File: config.mk
export PLATFORM = sky130hd
export DESIGN_NAME = pipe_hazard_ctrl_flat
export DESIGN_NICKNAME = d
export VERILOG_FILES = /design/src/rtl/pipe_hazard_ctrl_pkg.sv /design/src/rtl/pipe_hazard_ctrl_if.sv /design/src/rtl/pipe_hazard_ctrl_lu_detect.sv /design/src/rtl/pipe_hazard_ctrl.sv /design/src/flat_wrapper.sv
export SDC_FILE = /design/constraint.sdc
export NUM_CORES = 1
export LEC_CHECK = 0
export ABC_CLOCK_PERIOD_IN_PS = 6500
export BUFFER_PORTS_ARGS = -buffer_cell sky130_fd_sc_hd__buf_2
export CORE_MARGIN = 5
export CORE_UTILIZATION = 40
export CTS_CLUSTER_DIAMETER = 150
export DETAILED_ROUTE_END_ITERATION = 10
export PLACE_DENSITY = 0.69
export SYNTH_ARGS = -nofsm -noshare
export SYNTH_HDL_FRONTEND = slang
export SYNTH_HIERARCHICAL = 1
export SYNTH_SLANG_ARGS = --single-unit
File: constraint.sdc
create_clock -name clk -period 6.5 [get_ports clk]
set_input_delay 1.95 -clock clk [delete_from_list [all_inputs] [get_ports clk]]
set_output_delay 1.95 -clock clk [all_outputs]
set_load 0.005 [all_outputs]
File: src/rtl/pipe_hazard_ctrl_pkg.sv
//==============================================================================
// Module   : pipe_hazard_ctrl_pkg
// Purpose  : Shared state encoding, level constants and control bundle for
//            the pipeline hazard sequencer.
// Revision : 1.0
//==============================================================================
`default_nettype none

package pipe_hazard_ctrl_pkg;

  localparam int REG_ADDR_BUS_W = 5;

  localparam logic c_ASSERTED   = 1'b1;
  localparam logic c_DEASSERTED = 1'b0;

  typedef enum logic [2:0] {
    S_RUN      = 3'd0,
    S_MEM_WAIT = 3'd1,
    S_DRAIN    = 3'd2,
    S_HALTED   = 3'd3,
    S_ERR      = 3'd4
  } state_t;

  typedef struct packed {
    logic stall_pc;
    logic stall_if_id;
    logic stall_id_ex;
    logic stall_ex_mem;
    logic flush_if_id;
    logic flush_id_ex;
    logic flush_mem_wb;
    logic pc_redirect;
    logic halt_ack;
    logic mem_err;
  } ctrl_t;

  localparam ctrl_t c_CTRL_IDLE = '0;

  // Whole-pipe freeze while data memory is busy; MEM/WB gets a bubble so a
  // stalled load never writes back twice.
  function automatic ctrl_t mem_freeze();
    ctrl_t c;
    c              = c_CTRL_IDLE;
    c.stall_pc     = c_ASSERTED;
    c.stall_if_id  = c_ASSERTED;
    c.stall_id_ex  = c_ASSERTED;
    c.stall_ex_mem = c_ASSERTED;
    c.flush_mem_wb = c_ASSERTED;
    c.flush_if_id  = c_DEASSERTED;
    return c;
  endfunction

endpackage

`default_nettype wire

File: src/rtl/pipe_hazard_ctrl_if.sv
//==============================================================================
// Module   : pipe_hazard_ctrl_if
// Purpose  : Hazard status from the pipeline and stall/flush controls back.
// Revision : 1.0
//==============================================================================
`default_nettype none

interface pipe_hazard_ctrl_if
  import pipe_hazard_ctrl_pkg::*;
#(
  parameter int REG_ADDR_W = REG_ADDR_BUS_W
) ();

  logic [REG_ADDR_W-1:0] id_rs1_addr;
  logic [REG_ADDR_W-1:0] id_rs2_addr;
  logic                  id_rs1_used;
  logic                  id_rs2_used;
  logic                  ex_mem_read;
  logic [REG_ADDR_W-1:0] ex_write_addr;
  logic                  ex_branch_taken;
  logic                  mem_req;
  logic                  mem_ready;
  logic                  halt_req;

  logic stall_pc;
  logic stall_if_id;
  logic stall_id_ex;
  logic stall_ex_mem;
  logic flush_if_id;
  logic flush_id_ex;
  logic flush_mem_wb;
  logic pc_redirect;
  logic halt_ack;
  logic mem_err;

  modport master (
    output id_rs1_addr, id_rs2_addr, id_rs1_used, id_rs2_used,
           ex_mem_read, ex_write_addr, ex_branch_taken,
           mem_req, mem_ready, halt_req,
    input  stall_pc, stall_if_id, stall_id_ex, stall_ex_mem,
           flush_if_id, flush_id_ex, flush_mem_wb,
           pc_redirect, halt_ack, mem_err
  );

  modport slave (
    input  id_rs1_addr, id_rs2_addr, id_rs1_used, id_rs2_used,
           ex_mem_read, ex_write_addr, ex_branch_taken,
           mem_req, mem_ready, halt_req,
    output stall_pc, stall_if_id, stall_id_ex, stall_ex_mem,
           flush_if_id, flush_id_ex, flush_mem_wb,
           pc_redirect, halt_ack, mem_err
  );

endinterface

`default_nettype wire

File: src/rtl/pipe_hazard_ctrl_lu_detect.sv
//==============================================================================
// Module   : hazard_lu_detect
// Purpose  : Combinational load-use compare between EX destination and ID
//            sources; x0 never creates a dependency.
// Revision : 1.0
//==============================================================================
`default_nettype none

module hazard_lu_detect #(
  parameter int REG_ADDR_W = 5
) (
  input  wire logic [REG_ADDR_W-1:0] rs1_addr,
  input  wire logic [REG_ADDR_W-1:0] rs2_addr,
  input  wire logic                  rs1_used,
  input  wire logic                  rs2_used,
  input  wire logic                  ex_mem_read,
  input  wire logic [REG_ADDR_W-1:0] ex_write_addr,
  output logic                       lu
);

  logic w_rs1_hit;
  logic w_rs2_hit;

  always_comb begin
    w_rs1_hit = rs1_used && (rs1_addr == ex_write_addr);
    w_rs2_hit = rs2_used && (rs2_addr == ex_write_addr);
    lu        = ex_mem_read && (ex_write_addr != '0) && (w_rs1_hit || w_rs2_hit);
  end

endmodule

`default_nettype wire

File: src/rtl/pipe_hazard_ctrl.sv
//==============================================================================
// Module   : pipe_hazard_ctrl
// Purpose  : Stall/flush sequencer for the 5-stage pipeline: load-use bubbles,
//            memory-wait freeze with timeout, branch squash and debug drain.
//            Define PIPE_HAZARD_CTRL_PERF_EN to add saturating perf counters.
// Revision : 1.0
//==============================================================================
`default_nettype none

module pipe_hazard_ctrl
  import pipe_hazard_ctrl_pkg::*;
#(
  parameter int REG_ADDR_W   = REG_ADDR_BUS_W,
  parameter int MEM_TIMEOUT  = 64,
  parameter int DRAIN_CYCLES = 4
`ifdef PIPE_HAZARD_CTRL_PERF_EN
  ,
  parameter int PERF_W       = 32
`endif
) (
  input  wire logic         clk,
  input  wire logic         rst,
  pipe_hazard_ctrl_if.slave hz
`ifdef PIPE_HAZARD_CTRL_PERF_EN
  ,
  output logic [PERF_W-1:0] perf_lu_cnt,
  output logic [PERF_W-1:0] perf_mem_cnt,
  output logic [PERF_W-1:0] perf_br_cnt
`endif
);

  localparam int WAIT_W  = $clog2(MEM_TIMEOUT + 1);
  localparam int DRAIN_W = $clog2(DRAIN_CYCLES + 1);
  localparam logic [WAIT_W-1:0]  c_WAIT_LAST  = WAIT_W'(MEM_TIMEOUT - 1);
  localparam logic [DRAIN_W-1:0] c_DRAIN_LAST = DRAIN_W'(DRAIN_CYCLES - 1);

  state_t               r_state;
  state_t               w_state_nxt;
  logic [WAIT_W-1:0]    r_wait_cnt;
  logic [WAIT_W-1:0]    w_wait_cnt_nxt;
  logic [DRAIN_W-1:0]   r_drain_cnt;
  logic [DRAIN_W-1:0]   w_drain_cnt_nxt;
  ctrl_t                w_ctrl;
  logic                 w_lu;
  logic                 w_mem_stall;

  hazard_lu_detect #(
    .REG_ADDR_W (REG_ADDR_W)
  ) u_lu_detect (
    .rs1_addr      (hz.id_rs1_addr),
    .rs2_addr      (hz.id_rs2_addr),
    .rs1_used      (hz.id_rs1_used),
    .rs2_used      (hz.id_rs2_used),
    .ex_mem_read   (hz.ex_mem_read),
    .ex_write_addr (hz.ex_write_addr),
    .lu            (w_lu)
  );

  assign w_mem_stall = hz.mem_req && !hz.mem_ready;

  always_ff @(posedge clk or negedge rst) begin
    if (!rst) begin
      r_state     <= S_RUN;
      r_wait_cnt  <= '0;
      r_drain_cnt <= '0;
    end else begin
      r_state     <= w_state_nxt;
      r_wait_cnt  <= w_wait_cnt_nxt;
      r_drain_cnt <= w_drain_cnt_nxt;
    end
  end

  always_comb begin
    w_ctrl          = c_CTRL_IDLE;
    w_state_nxt     = r_state;
    w_wait_cnt_nxt  = r_wait_cnt;
    w_drain_cnt_nxt = r_drain_cnt;
    case (r_state)
      S_RUN: begin
        if (w_mem_stall) begin
          w_ctrl         = mem_freeze();
          w_state_nxt    = S_MEM_WAIT;
          w_wait_cnt_nxt = WAIT_W'(1);
        end else if (hz.ex_branch_taken) begin
          w_ctrl.pc_redirect = c_ASSERTED;
          w_ctrl.flush_if_id = c_ASSERTED;
          w_ctrl.flush_id_ex = c_ASSERTED;
        end else if (w_lu) begin
          w_ctrl.stall_pc    = c_ASSERTED;
          w_ctrl.stall_if_id = c_ASSERTED;
          w_ctrl.flush_id_ex = c_ASSERTED;
        end else if (hz.halt_req) begin
          w_state_nxt     = S_DRAIN;
          w_drain_cnt_nxt = '0;
        end
      end
      S_MEM_WAIT: begin
        if (hz.mem_ready) begin
          w_state_nxt    = S_RUN;
          w_wait_cnt_nxt = '0;
        end else begin
          w_ctrl = mem_freeze();
          if (r_wait_cnt == c_WAIT_LAST) w_state_nxt = S_ERR;
          else                           w_wait_cnt_nxt = r_wait_cnt + 1'b1;
        end
      end
      S_DRAIN: begin
        if (w_mem_stall) begin
          w_ctrl = mem_freeze();
          if (r_wait_cnt == c_WAIT_LAST) w_state_nxt = S_ERR;
          else                           w_wait_cnt_nxt = r_wait_cnt + 1'b1;
        end else begin
          w_wait_cnt_nxt  = '0;
          w_ctrl.stall_pc = c_ASSERTED;
          // Fetch stays held on a branch so the redirected PC is kept for resume;
          // a load-use bubble holds IF/ID instead of flushing it and pauses the count.
          if (hz.ex_branch_taken) begin
            w_ctrl.pc_redirect = c_ASSERTED;
            w_ctrl.flush_if_id = c_ASSERTED;
            w_ctrl.flush_id_ex = c_ASSERTED;
          end else if (w_lu) begin
            w_ctrl.stall_if_id = c_ASSERTED;
            w_ctrl.flush_id_ex = c_ASSERTED;
          end else begin
            w_ctrl.flush_if_id = c_ASSERTED;
          end
          if (!hz.halt_req) begin
            w_state_nxt     = S_RUN;
            w_drain_cnt_nxt = '0;
          end else if (hz.ex_branch_taken || !w_lu) begin
            if (r_drain_cnt == c_DRAIN_LAST) begin
              w_state_nxt     = S_HALTED;
              w_drain_cnt_nxt = '0;
            end else begin
              w_drain_cnt_nxt = r_drain_cnt + 1'b1;
            end
          end
        end
      end
      S_HALTED: begin
        if (hz.halt_req) begin
          w_ctrl.halt_ack    = c_ASSERTED;
          w_ctrl.stall_pc    = c_ASSERTED;
          w_ctrl.flush_if_id = c_ASSERTED;
        end else begin
          w_state_nxt = S_RUN;
        end
      end
      S_ERR: begin
        w_ctrl         = mem_freeze();
        w_ctrl.mem_err = c_ASSERTED;
      end
      default: w_state_nxt = S_RUN;
    endcase
  end

  assign hz.stall_pc     = w_ctrl.stall_pc;
  assign hz.stall_if_id  = w_ctrl.stall_if_id;
  assign hz.stall_id_ex  = w_ctrl.stall_id_ex;
  assign hz.stall_ex_mem = w_ctrl.stall_ex_mem;
  assign hz.flush_if_id  = w_ctrl.flush_if_id;
  assign hz.flush_id_ex  = w_ctrl.flush_id_ex;
  assign hz.flush_mem_wb = w_ctrl.flush_mem_wb;
  assign hz.pc_redirect  = w_ctrl.pc_redirect;
  assign hz.halt_ack     = w_ctrl.halt_ack;
  assign hz.mem_err      = w_ctrl.mem_err;

`ifdef PIPE_HAZARD_CTRL_PERF_EN
  logic [PERF_W-1:0] r_perf_lu;
  logic [PERF_W-1:0] r_perf_mem;
  logic [PERF_W-1:0] r_perf_br;
  logic              w_perf_lu_cyc;
  logic              w_perf_mem_cyc;

  assign w_perf_lu_cyc  = w_ctrl.flush_id_ex && !w_ctrl.pc_redirect;
  assign w_perf_mem_cyc = (r_state == S_MEM_WAIT) || ((r_state == S_RUN) && w_mem_stall);

  always_ff @(posedge clk or negedge rst) begin
    if (!rst) begin
      r_perf_lu  <= '0;
      r_perf_mem <= '0;
      r_perf_br  <= '0;
    end else begin
      if (w_perf_lu_cyc && !(&r_perf_lu))       r_perf_lu  <= r_perf_lu + 1'b1;
      if (w_perf_mem_cyc && !(&r_perf_mem))     r_perf_mem <= r_perf_mem + 1'b1;
      if (w_ctrl.pc_redirect && !(&r_perf_br))  r_perf_br  <= r_perf_br + 1'b1;
    end
  end

  assign perf_lu_cnt  = r_perf_lu;
  assign perf_mem_cnt = r_perf_mem;
  assign perf_br_cnt  = r_perf_br;
`endif

endmodule

`default_nettype wire

File: src/flat_wrapper.sv
// flat-port wrapper written by rule: the top's interface ports become plain ports
module pipe_hazard_ctrl_flat import pipe_hazard_ctrl_pkg::*;
#(
  parameter int REG_ADDR_W   = REG_ADDR_BUS_W,
  parameter int MEM_TIMEOUT  = 64,
  parameter int DRAIN_CYCLES = 4

)
  (clk, rst, hz_id_rs1_addr, hz_id_rs2_addr, hz_id_rs1_used, hz_id_rs2_used, hz_ex_mem_read, hz_ex_write_addr, hz_ex_branch_taken, hz_mem_req, hz_mem_ready, hz_halt_req, hz_stall_pc, hz_stall_if_id, hz_stall_id_ex, hz_stall_ex_mem, hz_flush_if_id, hz_flush_id_ex, hz_flush_mem_wb, hz_pc_redirect, hz_halt_ack, hz_mem_err);
  pipe_hazard_ctrl_if #(.REG_ADDR_W(REG_ADDR_W)) hz_i ();
  input  wire logic clk;
  input  wire logic rst;
  input wire logic [$bits(hz_i.id_rs1_addr)-1:0] hz_id_rs1_addr;
  input wire logic [$bits(hz_i.id_rs2_addr)-1:0] hz_id_rs2_addr;
  input wire logic [$bits(hz_i.id_rs1_used)-1:0] hz_id_rs1_used;
  input wire logic [$bits(hz_i.id_rs2_used)-1:0] hz_id_rs2_used;
  input wire logic [$bits(hz_i.ex_mem_read)-1:0] hz_ex_mem_read;
  input wire logic [$bits(hz_i.ex_write_addr)-1:0] hz_ex_write_addr;
  input wire logic [$bits(hz_i.ex_branch_taken)-1:0] hz_ex_branch_taken;
  input wire logic [$bits(hz_i.mem_req)-1:0] hz_mem_req;
  input wire logic [$bits(hz_i.mem_ready)-1:0] hz_mem_ready;
  input wire logic [$bits(hz_i.halt_req)-1:0] hz_halt_req;
  output wire logic [$bits(hz_i.stall_pc)-1:0] hz_stall_pc;
  output wire logic [$bits(hz_i.stall_if_id)-1:0] hz_stall_if_id;
  output wire logic [$bits(hz_i.stall_id_ex)-1:0] hz_stall_id_ex;
  output wire logic [$bits(hz_i.stall_ex_mem)-1:0] hz_stall_ex_mem;
  output wire logic [$bits(hz_i.flush_if_id)-1:0] hz_flush_if_id;
  output wire logic [$bits(hz_i.flush_id_ex)-1:0] hz_flush_id_ex;
  output wire logic [$bits(hz_i.flush_mem_wb)-1:0] hz_flush_mem_wb;
  output wire logic [$bits(hz_i.pc_redirect)-1:0] hz_pc_redirect;
  output wire logic [$bits(hz_i.halt_ack)-1:0] hz_halt_ack;
  output wire logic [$bits(hz_i.mem_err)-1:0] hz_mem_err;
  assign hz_i.id_rs1_addr = hz_id_rs1_addr;
  assign hz_i.id_rs2_addr = hz_id_rs2_addr;
  assign hz_i.id_rs1_used = hz_id_rs1_used;
  assign hz_i.id_rs2_used = hz_id_rs2_used;
  assign hz_i.ex_mem_read = hz_ex_mem_read;
  assign hz_i.ex_write_addr = hz_ex_write_addr;
  assign hz_i.ex_branch_taken = hz_ex_branch_taken;
  assign hz_i.mem_req = hz_mem_req;
  assign hz_i.mem_ready = hz_mem_ready;
  assign hz_i.halt_req = hz_halt_req;
  assign hz_stall_pc = hz_i.stall_pc;
  assign hz_stall_if_id = hz_i.stall_if_id;
  assign hz_stall_id_ex = hz_i.stall_id_ex;
  assign hz_stall_ex_mem = hz_i.stall_ex_mem;
  assign hz_flush_if_id = hz_i.flush_if_id;
  assign hz_flush_id_ex = hz_i.flush_id_ex;
  assign hz_flush_mem_wb = hz_i.flush_mem_wb;
  assign hz_pc_redirect = hz_i.pc_redirect;
  assign hz_halt_ack = hz_i.halt_ack;
  assign hz_mem_err = hz_i.mem_err;
  pipe_hazard_ctrl #(.REG_ADDR_W(REG_ADDR_W), .MEM_TIMEOUT(MEM_TIMEOUT), .DRAIN_CYCLES(DRAIN_CYCLES)) u_core (.clk(clk), .rst(rst), .hz(hz_i));
endmodule
==> metrics.md, run 1 <==
| Metric | Value |
|---|---|
| Status | `complete, no violations` |
| Starting Density | `42.8%` |
| Post-CTS setup buffer count | `0` |
| RSZ-0062 raised after global routing | `false` |
| FP Rows | `18` |
| Initial antenna violation count | `0` |
| Seq/Total Area, Yosys | `30.2%` |
| Via count | `1087` |
| Final Instance Area | `1270 µm²` |
| Max clock buf depth | `2` |
| Clk_lat worst skew | `0.27 ns` |
| Global-route usage over all layers | `15.2%` |
| Ys Warns | `6` |
| Overflow after GRT | `0` |
| Largest cells by area after synthesis | `dfrtp_1 30%, xor2_1 6.5%, o21ai_0 4.6%` |
| Setup Skew | `0.00243 ns` |
| NumNets Final | `187` |
| Vias in the first global route | `1079` |
| DR pass1 iterations | `4` |
| Critical Path RT | `4.55 ns` |
| Dominant cell type by area after synthesis | `dfrtp_1` |
| CTS tree | `built` |
| Rel. slew slack | `40.7%` |
| PostCTS Resize Cnt | `0` |
| Synth async-reset ratio | `100%` |
| Syn Area/Cell | `8.30 µm²` |
| Setup TNS | `0 ns` |
| Syn Nets | `156` |
| R2r startpoint | `u_core/r_state[1]` |
| Area growth syn-to-layout | `18.0%` |
| CTS buffer count | `3` |
| Top post-synthesis cells by count | `13 x dfrtp_1, 10 x o21ai_0, 9 x nor2_1` |
| Worst Setup SP | `hz_ex_write_addr[0]` |
| # IOs | `34` |
| CP startpoint kind | `input port` |
| Hold wc startpoint | `u_core/r_drain_cnt[1]` |
| DRC | `0` |
| Leakage | `0.580 nW` |
| Fmax | `0.184 GHz` |
| DP Wirelength | `2.06 mm` |
| DP Area | `1250 µm²` |
| CTS H-tree depth | `1` |
| Ant diodes | `0` |
| Vias per cell | `5.72` |
| CP most frequent cell | `buf_2` |
| Pwr per Cell Area | `286 nW/µm²` |
| Crit path max fanout | `3` |
| Hold Path Depth | `1` |
| DR WL/cell | `13.4 µm` |
| Crit path cell chain | `buf_2, xor2_1, nor4_2, nand3_1, a21oi_1, inv_1, nor2_1, nor3_1, a221oi_1, buf_2` |
| Slew Viols, Final | `0` |
| Cts-stage hold buffer count | `0` |
| DIE AREA | `3830 µm²` |
| Fin. Hold Viols | `0` |
| Synth Instances | `130` |
| Worst-margin pin slew | `0.883 ns` |
| FF-to-FF path depth | `4` |
| Number of port buffers | `33` |
| Fraction of layout cells with a size suffix above 1 | `26.3%` |
| CP Class | `in2out` |
| Flops & latches, synth | `13` |
| Crit-path max cell delay | `0.26 ns` |
| Post-route minimum period | `5.45 ns` |
| Netlist cell types | `48` |
| # setup viols final | `0` |
| Fillers | `245` |
| Share of the synthesized area in the top cell type | `30.2%` |
| Clock Sinks | `13` |
| Antenna Nets Post-Route | `0` |
| Slowest CP cell | `nor4_2` |
| Main synth FF type | `dfrtp_1` |
| Hold crit path type | `reg2reg` |
| Die width | `61.9 µm` |
| Core Footprint | `2520 µm²` |
| Die height | `61.9 µm` |
| RePlAce Congestion | `0.824` |
| Iteration-0 DRC Markers | `55` |
| Detailed-route wire length | `2.56 mm` |
| Reg clk slew, reported paths | `0.07 ns` |
| Most common cell in the netlist | `dfrtp_1` |
| Root Driver | `clkbuf_4` |
| Flop-to-flop setup slack | `4.48 ns` |
| Largest net degree at the start of global routing | `20` |
| Synth Cell Area | `1080 µm²` |
| Max Cap Violations | `0` |
| VDD IR max | `0.000178 V` |
| Global-route wire length before repair | `4.37 mm` |
| Worst EP arrival | `3.50 ns` |
| Final period utilization | `83.8%` |
| Post-synth EDFFs | `0` |
| CP Capture Type | `primary output` |
[path summary, 6_finish.rpt]
path / end
max in group asynchronous: u_core/r_drain_cnt[1]
hold / removal: u_core/r_drain_cnt[1]
min in group asynchronous: u_core/r_wait_cnt[4]
setup reg to reg: u_core/r_wait_cnt[6]
hold reg to reg: u_core/r_drain_cnt[1]
setup / recovery: hz_stall_pc
[power by group]
group / switching, W / internal (W)
clock network: 0.0000238 / 0.0000238
logic: 0.0000979 / 0.0000871
registers: 0.0000353 / 0.0000964
total: 0.000157 / 0.000207
[cells by family after synthesis]
logic type / count (synthesis) / share of synthesized area, %
AND/OR/NAND/NOR: 50 / 26.2
multiplexers: 4 / 3.94
buffers and inverters: 11 / 4.64
flip-flops: 13 / 30.2
AO/OA/AOI/OAI: 40 / 24.6
XOR/XNOR: 10 / 8.12
adder cells (fa/ha/maj): 2 / 2.32
[worst max-delay path: cells and delay by family]
kind,cells,cell delay (ns)
and+or+nand+nor,4,0.58
AOI/OAI and AO/OA,2,0.43
buffers and inverters,3,0.38
xor gates and xnor gates,1,0.17
[area by class of cell]
class                   instances  area [µm²]  share of cell area, %
well taps                      30        37.5                   2.95
inverters                       4        15.0                   1.18
multi-input cells             106         703                   55.3
flip-flops and latches         13         325                   25.6
repair buffers                 33         165                   13.0
clock buffers                   4        26.3                   2.06
[state kept, by name, summed over array words and instances, names as in the netlist]
| signal | cells |
|---|---|
| u_core/r_state | 3 |
| u_core/r_drain_cnt | 3 |
| u_core/r_wait_cnt | 7 |
[layer usage]
layer / GRT usage (%) / share of wire (%) / routed length [µm] / up-vias
met1: 17.0 / 43 / 1100 / 514
met5: 0 / 0 / 0 / -
met3: 3.93 / 4.6 / 118 / 4
li1: - / - / - / 547
met4: 6.97 / 1.3 / 34 / 0
met2: 26.8 / 51 / 1300 / 22
[cell usage in the layout, fill, tap and decap left out, types with 2 or more instances in the layout]
cell type   n
nor4_1      2
nor2b_1     2
a21o_1      2
o21ai_1     2
mux2_2      2
buf_2      33
xnor2_1     2
mux2i_1     2
a32o_1      2
nor3_1      4
or4_1       2
nor3b_1     3
dfrtp_1    13
a21boi_0    3
inv_1       4
nor2_1      9
nand3_1     6
or3_1       2
clkbuf_4    3
o21ai_0    10
xor2_1      8
a21oi_1     8
nand2b_1    3
ha_1        2
nand2_1     7
o211ai_1    2
[stage by stage]
step           total power (W)  utilization (%)  setup WS [ns]  hold slack, ns  instances
3_3_place_gp          0.000312             49.4           1.10           0.500        186
5_1_grt               0.000397             50.4          0.897           0.555        190
4_1_cts               0.000366             50.4           1.04           0.533        190
2_1_floorplan         0.000266                -           1.41           0.485        130
3_5_place_dp          0.000318             49.4           1.05           0.517        186
6_report              0.000364             50.4           1.05           0.529        190
Note: power is estimated with default switching activity, not from simulation.
==> run 2, diff against run 1 <==
--- a/config.mk
+++ b/config.mk
@@ -5,7 +5,7 @@
 export SDC_FILE = /design/constraint.sdc
 export NUM_CORES = 1
 export LEC_CHECK = 0
-export ABC_CLOCK_PERIOD_IN_PS = 6500
+export ABC_CLOCK_PERIOD_IN_PS = 5500
 export BUFFER_PORTS_ARGS = -buffer_cell sky130_fd_sc_hd__buf_2
 export CORE_MARGIN = 5
 export CORE_UTILIZATION = 40
==> constraint.sdc (replaced) <==
create_clock -name clk -period 5.5 [get_ports clk]
set_input_delay 1.65 -clock clk [delete_from_list [all_inputs] [get_ports clk]]
set_output_delay 1.65 -clock clk [all_outputs]
set_load 0.005 [all_outputs]
==> metrics.md, run 2 (synthesis results as in run 1) <==
| Metric | Value |
|---|---|
| Power share of the sequential group | `36.1% (about the same)` |
| Max FFs per register | `7 (unchanged)` |
| Area growth syn-to-layout | `18.0% (unchanged)` |
| Internal cell power | `0.000245 W (+18%)` |
| Fin. Hold Viols | `0 (unchanged)` |
| Hold Path Depth | `1 (unchanged)` |
| Cts-stage hold buffer count | `0 (unchanged)` |
| Clock Sinks | `13 (unchanged)` |
| DP Area | `1250 µm² (unchanged)` |
| PostCTS Resize Cnt | `0 (unchanged)` |
| CP startpoint kind | `input port` |
| CP Class | `in2out` |
| Max Cap Violations | `0 (unchanged)` |
| Starting Density | `42.8% (unchanged)` |
| Vias per cell | `5.78 (+1.0%)` |
| Worst EP arrival | `3.23 ns (-0.27 ns)` |
| Die width | `61.9 µm (unchanged)` |
| # IOs | `34 (unchanged)` |
| VDD IR max | `0.000167 V (-6.1%)` |
| Fraction of layout cells with a size suffix above 1 | `26.3% (unchanged)` |
| Final Instance Area | `1270 µm² (unchanged)` |
| Pwr Total | `0.000430 W (+18%)` |
| WHS | `0.530 ns (+0.00135 ns)` |
| Setup WS pre-CTS | `0.633 ns (-0.415 ns)` |
| Hold wc startpoint | `u_core/r_drain_cnt[1]` |
| Crit path max fanout | `3 (unchanged)` |
| Final period utilization | `88.7%` |
| RSZ-0062 raised after global routing | `false` |
| CTS H-tree depth | `1 (unchanged)` |
| FF-to-FF path depth | `4 (unchanged)` |
| CP most frequent cell | `buf_2` |
| Post-CTS setup buffer count | `0 (unchanged)` |
| DP Wirelength | `2.03 mm (-1.5%)` |
| CTS buffer count | `3 (unchanged)` |
| Max clock buf depth | `2 (unchanged)` |
| Antenna Nets Post-Route | `0 (unchanged)` |
| Crit path cell chain | `buf_2, xor2_1, nor4_1, nand3_1, a21oi_1, inv_1, nor2_1, nor3_1, a221oi_1, buf_2` |
| Root Driver | `clkbuf_4` |
| Biggest register | `u_core/r_wait_cnt` |
| CP Capture Type | `primary output` |
| CTS tree | `built` |
| Number of port buffers | `33 (unchanged)` |
| Largest net degree at the start of global routing | `20 (unchanged)` |
| WP buf/inv | `3 (unchanged)` |
| FP Rows | `18 (unchanged)` |
| Global-route usage over all layers | `14.8% (-0.40 points)` |
| Core Footprint | `2520 µm² (unchanged)` |
| NumNets Final | `187 (unchanged)` |
| Post-route minimum period | `4.88 ns` |
| Iteration-0 DRC Markers | `48 (-13%)` |
| Ant diodes | `0 (unchanged)` |
| Top flop regs | `u_core/r_wait_cnt: 7 flops, u_core/r_drain_cnt: 3 flops, u_core/r_state: 3 flops` |
| Initial antenna violation count | `0 (unchanged)` |
| DR WL/cell | `13.3 µm (-1.2%)` |
| Fmax | `0.205 GHz` |
| DRC | `0 (unchanged)` |
| Status | `complete, no violations` |
| NetSw | `0.000185 W (+18%)` |
| R2r startpoint | `u_core/r_state[1]` |
| Setup Skew | `0.00197 ns (-0.000465 ns)` |
| DR pass1 iterations | `4 (unchanged)` |
| RePlAce Congestion | `0.824 (unchanged)` |
| Most common cell after layout, fill and taps aside | `buf_2` |
| Setup TNS | `0 ns (unchanged)` |
| Global-route wire length before repair | `4.28 mm (-2.0%)` |
| Die height | `61.9 µm (unchanged)` |
| Comb pwr share | `50.9% (about the same)` |
| Most frequent cells in the layout | `33 x buf_2, 13 x dfrtp_1, 10 x o21ai_0` |
| Setup ws final | `0.621 ns (-0.429 ns)` |
| Leakage | `0.580 nW (unchanged)` |
| DIE AREA | `3830 µm² (unchanged)` |
| Clk_lat worst skew | `0.27 ns (about the same)` |
| Crit-path max cell delay | `0.29 ns (+0.03 ns)` |
| CP delay by family, top | `simple AND/OR/NAND/NOR gates` |
| Switch share | `43.1% (about the same)` |
| Via count | `1098 (+1.0%)` |
| Vias in the first global route | `1060 (-1.8%)` |
| Clock network power share | `13.0% (about the same)` |
| Detailed-route wire length | `2.52 mm (-1.2%)` |
| Rel. slew slack | `43.8% (+3.2 points)` |
| Reg clk slew, reported paths | `0.07 ns (about the same)` |
| Overflow after GRT | `0 (unchanged)` |
| Stages on worst setup path | `10 (unchanged)` |
| Slew Viols, Final | `0 (unchanged)` |
| Critical Path RT | `3.85 ns (-0.70 ns)` |
| Hold crit path type | `reg2reg` |
| Pwr per Cell Area | `338 nW/µm² (+18%)` |
| Worst-margin pin slew | `0.836 ns (-0.0469 ns)` |
| Worst Setup SP | `hz_ex_write_addr[2]` |
| Slowest CP cell | `nor4_1` |
| # setup viols final | `0 (unchanged)` |
[run 2: path summary, 6_finish.rpt]
kind                                         end  slack (ns)
min in group asynchronous      u_core/r_state[2]        1.25
max in group asynchronous  u_core/r_drain_cnt[0]        4.04
hold reg to reg            u_core/r_drain_cnt[1]        0.53
hold / removal             u_core/r_drain_cnt[1]        0.53
setup reg to reg            u_core/r_wait_cnt[2]        3.52
setup / recovery                     hz_stall_pc        0.62
[run 2: power groups by stage]
stage                     combinational, W  sequential [W]  clock (W)
after global routing              0.000244        0.000160  0.0000643
after CTS                         0.000220        0.000155  0.0000583
final                             0.000219        0.000155  0.0000557
after floorplan                   0.000187        0.000127          0
after detailed placement          0.000218        0.000157          0
after global placement            0.000214        0.000155          0
[run 2: routing by layer]
| metal | routed length, µm | global-route usage (%) | vias up |
|---|---|---|---|
| met1 | 1060 | 16.9 | 518 |
| met2 | 1290 | 26.6 | 34 |
| li1 | - | - | 544 |
| met3 | 168 | 3.93 | 2 |
| met5 | 0 | 0 | - |
| met4 | 13 | 4.85 | 0 |
[run 2: final cells by class]
cell class / count / area [µm²]
well taps: 30 / 37.5
multi-input cells: 106 / 703
clock buffers: 4 / 26.3
flip-flops and latches: 13 / 325
inverters: 4 / 15.0
fillers: 245 / 1250
repair buffers: 33 / 165
[run 2: metrics by stage]
stage,cells,util [%]
2_1_floorplan,130,-
3_3_place_gp,186,49.4
3_5_place_dp,186,49.4
4_1_cts,190,50.4
5_1_grt,190,50.4
6_report,190,50.4
==> run 3, diff against run 2 <==
--- a/config.mk
+++ b/config.mk
@@ -7,7 +7,6 @@
 export LEC_CHECK = 0
 export ABC_CLOCK_PERIOD_IN_PS = 5500
 export BUFFER_PORTS_ARGS = -buffer_cell sky130_fd_sc_hd__buf_2
-export CORE_MARGIN = 5
 export CORE_UTILIZATION = 40
 export CTS_CLUSTER_DIAMETER = 150
 export DETAILED_ROUTE_END_ITERATION = 10
==> metrics.md, run 3 (synthesis results as in run 1) <==
| Metric | Value |
|---|---|
| Global-route wire length before repair | `3.84 mm (-10%)` |
| Via count | `1065 (-3.0%)` |
| CP startpoint kind | `input port` |
| Most frequent cells in the layout | `33 x buf_2, 13 x dfrtp_1, 10 x o21ai_0` |
| Met1 usage in global routing | `21.2% (+4.3 points)` |
| Worst EP arrival | `3.20 ns (-0.03 ns)` |
| WP buf/inv | `3 (unchanged)` |
| Post-route minimum period | `4.85 ns (-0.0309 ns)` |
| Max FFs per register | `7 (unchanged)` |
| Leakage | `0.583 nW (+0.47%)` |
| Fmax | `0.206 GHz (+0.64%)` |
| CTS H-tree depth | `1 (unchanged)` |
| Ant diodes | `0 (unchanged)` |
| Final Util | `50.5% (about the same)` |
| CP Capture Type | `primary output` |
| Detailed-route wire length | `2.39 mm (-5.2%)` |
| Initial antenna violation count | `0 (unchanged)` |
| Biggest register | `u_core/r_wait_cnt` |
| Vias in the first global route | `922 (-13%)` |
| Final period utilization | `88.1% (-0.56 points)` |
| PostCTS Resize Cnt | `0 (unchanged)` |
| Crit path max fanout | `3 (unchanged)` |
| Comb pwr share | `50.3% (-0.6 points)` |
| Die height | `53.9 µm (-13%)` |
| Met2 Use GR | `33.1% (+6.5 points)` |
| Reg clk slew, reported paths | `0.08 ns (about the same)` |
| Rel. slew slack | `47.2% (+3.3 points)` |
| CTS buffer count | `3 (unchanged)` |
| Hold crit path type | `reg2reg` |
| CTS tree | `built` |
| Largest net degree at the start of global routing | `20 (unchanged)` |
| Setup TNS | `0 ns (unchanged)` |
| DRC | `0 (unchanged)` |
| Fin. Hold Viols | `0 (unchanged)` |
| Slowest CP cell | `nor4_2` |
| WHS | `0.528 ns (-0.00234 ns)` |
| FP Rows | `18 (unchanged)` |
| # IOs | `34 (unchanged)` |
| RePlAce Congestion | `0.894 (+8.5%)` |
| CP delay by family, top | `simple AND/OR/NAND/NOR gates` |
| DP Wirelength | `1.92 mm (-5.6%)` |
| Crit-path max cell delay | `0.27 ns (-0.02 ns)` |
| VDD IR max | `0.000220 V (+32%)` |
| Pwr per Cell Area | `337 nW/µm² (-0.18%)` |
| Core Footprint | `2520 µm² (unchanged)` |
| NumNets Final | `187 (unchanged)` |
| Most common cell after layout, fill and taps aside | `buf_2` |
| Status | `complete, no violations` |
| DP Area | `1250 µm² (unchanged)` |
| # setup viols final | `0 (unchanged)` |
| NetSw | `0.000186 W (+0.36%)` |
| Clock network power share | `13.4% (+0.4 points)` |
| Root Driver | `clkbuf_4` |
| Overflow after GRT | `0 (unchanged)` |
| DIE AREA | `2910 µm² (-24%)` |
| Max clock buf depth | `2 (unchanged)` |
| Post-CTS setup buffer count | `0 (unchanged)` |
| DR WL/cell | `12.6 µm (-5.2%)` |
| CP most frequent cell | `buf_2` |
| Slew Viols, Final | `0 (unchanged)` |
| Fillers | `252 (+2.9%)` |
| RSZ-0062 raised after global routing | `false` |
| Number of port buffers | `33 (unchanged)` |
| Top flop regs | `u_core/r_wait_cnt: 7 flops, u_core/r_drain_cnt: 3 flops, u_core/r_state: 3 flops` |
| Clock Sinks | `13 (unchanged)` |
| Internal cell power | `0.000244 W (-0.41%)` |
| Fraction of layout cells with a size suffix above 1 | `26.9% (+0.62 points)` |
| Area growth syn-to-layout | `18.1% (about the same)` |
| Max Cap Violations | `0 (unchanged)` |
| M3 GR Usage | `5.93% (+2.0 points)` |
| GR peak layer | `met2` |
| Cts-stage hold buffer count | `0 (unchanged)` |
| Iteration-0 DRC Markers | `8 (-83%)` |
| DR pass1 iterations | `4 (unchanged)` |
| Starting Density | `42.8% (unchanged)` |
| Pwr Total | `0.000430 W (about the same)` |
| Antenna Nets Post-Route | `0 (unchanged)` |
| CP Class | `in2out` |
| Power share of the sequential group | `36.3% (+0.2 points)` |
| Final Instance Area | `1270 µm² (about the same)` |
| Die width | `53.9 µm (-13%)` |
| Critical Path RT | `3.85 ns (about the same)` |
| Vias per cell | `5.61 (-3.0%)` |
| Global-route usage over all layers | `18.3% (+3.5 points)` |
| Clk_lat worst skew | `0.27 ns (about the same)` |
| Setup Skew | `0.00252 ns (+0.000556 ns)` |
| Crit path cell chain | `buf_2, xor2_1, nor4_2, nand3_1, a21oi_1, inv_1, nor2_1, nor3_1, a221oi_1, buf_2` |
| Worst-margin pin slew | `0.787 ns (-0.0498 ns)` |
| Switch share | `43.3% (+0.19 points)` |
-- run 3: area by class of cell --
cell class	instances	area [µm²]	share of cell area [%]
clock buffers	3	22.5	1.77
clock inverters	1	5.00	0.393
inverters	4	15.0	1.18
multi-input cells	106	703	55.2
flip-flops and latches	13	325	25.5
well taps	30	37.5	2.95
repair buffers	33	165	13.0
-- run 3: path summary, 6_finish.rpt --
| check | to | start | cells past startpoint | slack [ns] |
|---|---|---|---|---|
| max | hz_stall_pc | hz_ex_write_addr[0] | 10 | 0.65 |
| min | u_core/r_wait_cnt[1] | u_core/r_wait_cnt[1] | 1 | 0.53 |
| max reg2reg | u_core/r_wait_cnt[6] | u_core/r_state[1] | 4 | 3.49 |
| min reg2reg | u_core/r_wait_cnt[1] | u_core/r_wait_cnt[1] | 1 | 0.53 |
| max in group asynchronous | u_core/r_state[0] | rst | 1 | 4.05 |
| min in group asynchronous | u_core/r_wait_cnt[1] | rst | 1 | 1.24 |
-- run 3: layer usage --
metal	vias to the layer above	part of all wire (%)	wire length, µm
met4	0	0	0
met1	499	46	1100
met5	-	0	0
met2	20	50	1210
li1	546	-	-
met3	0	3.3	80
-- run 3: power by group through the flow --
stage	sequential, W	clock [W]	combinational (W)
global placement	0.000155	0	0.000213
detailed placement	0.000157	0	0.000218
CTS	0.000155	0.0000607	0.000219
global route	0.000162	0.0000659	0.000247
floorplan	0.000127	0	0.000187
finish	0.000156	0.0000575	0.000216
-- run 3: stage by stage --
step | std cells | worst slack [ns]
2_1_floorplan | 130 | 1.01
3_3_place_gp | 186 | 0.704
3_5_place_dp | 186 | 0.631
4_1_cts | 190 | 0.624
5_1_grt | 190 | 0.389
6_report | 190 | 0.652
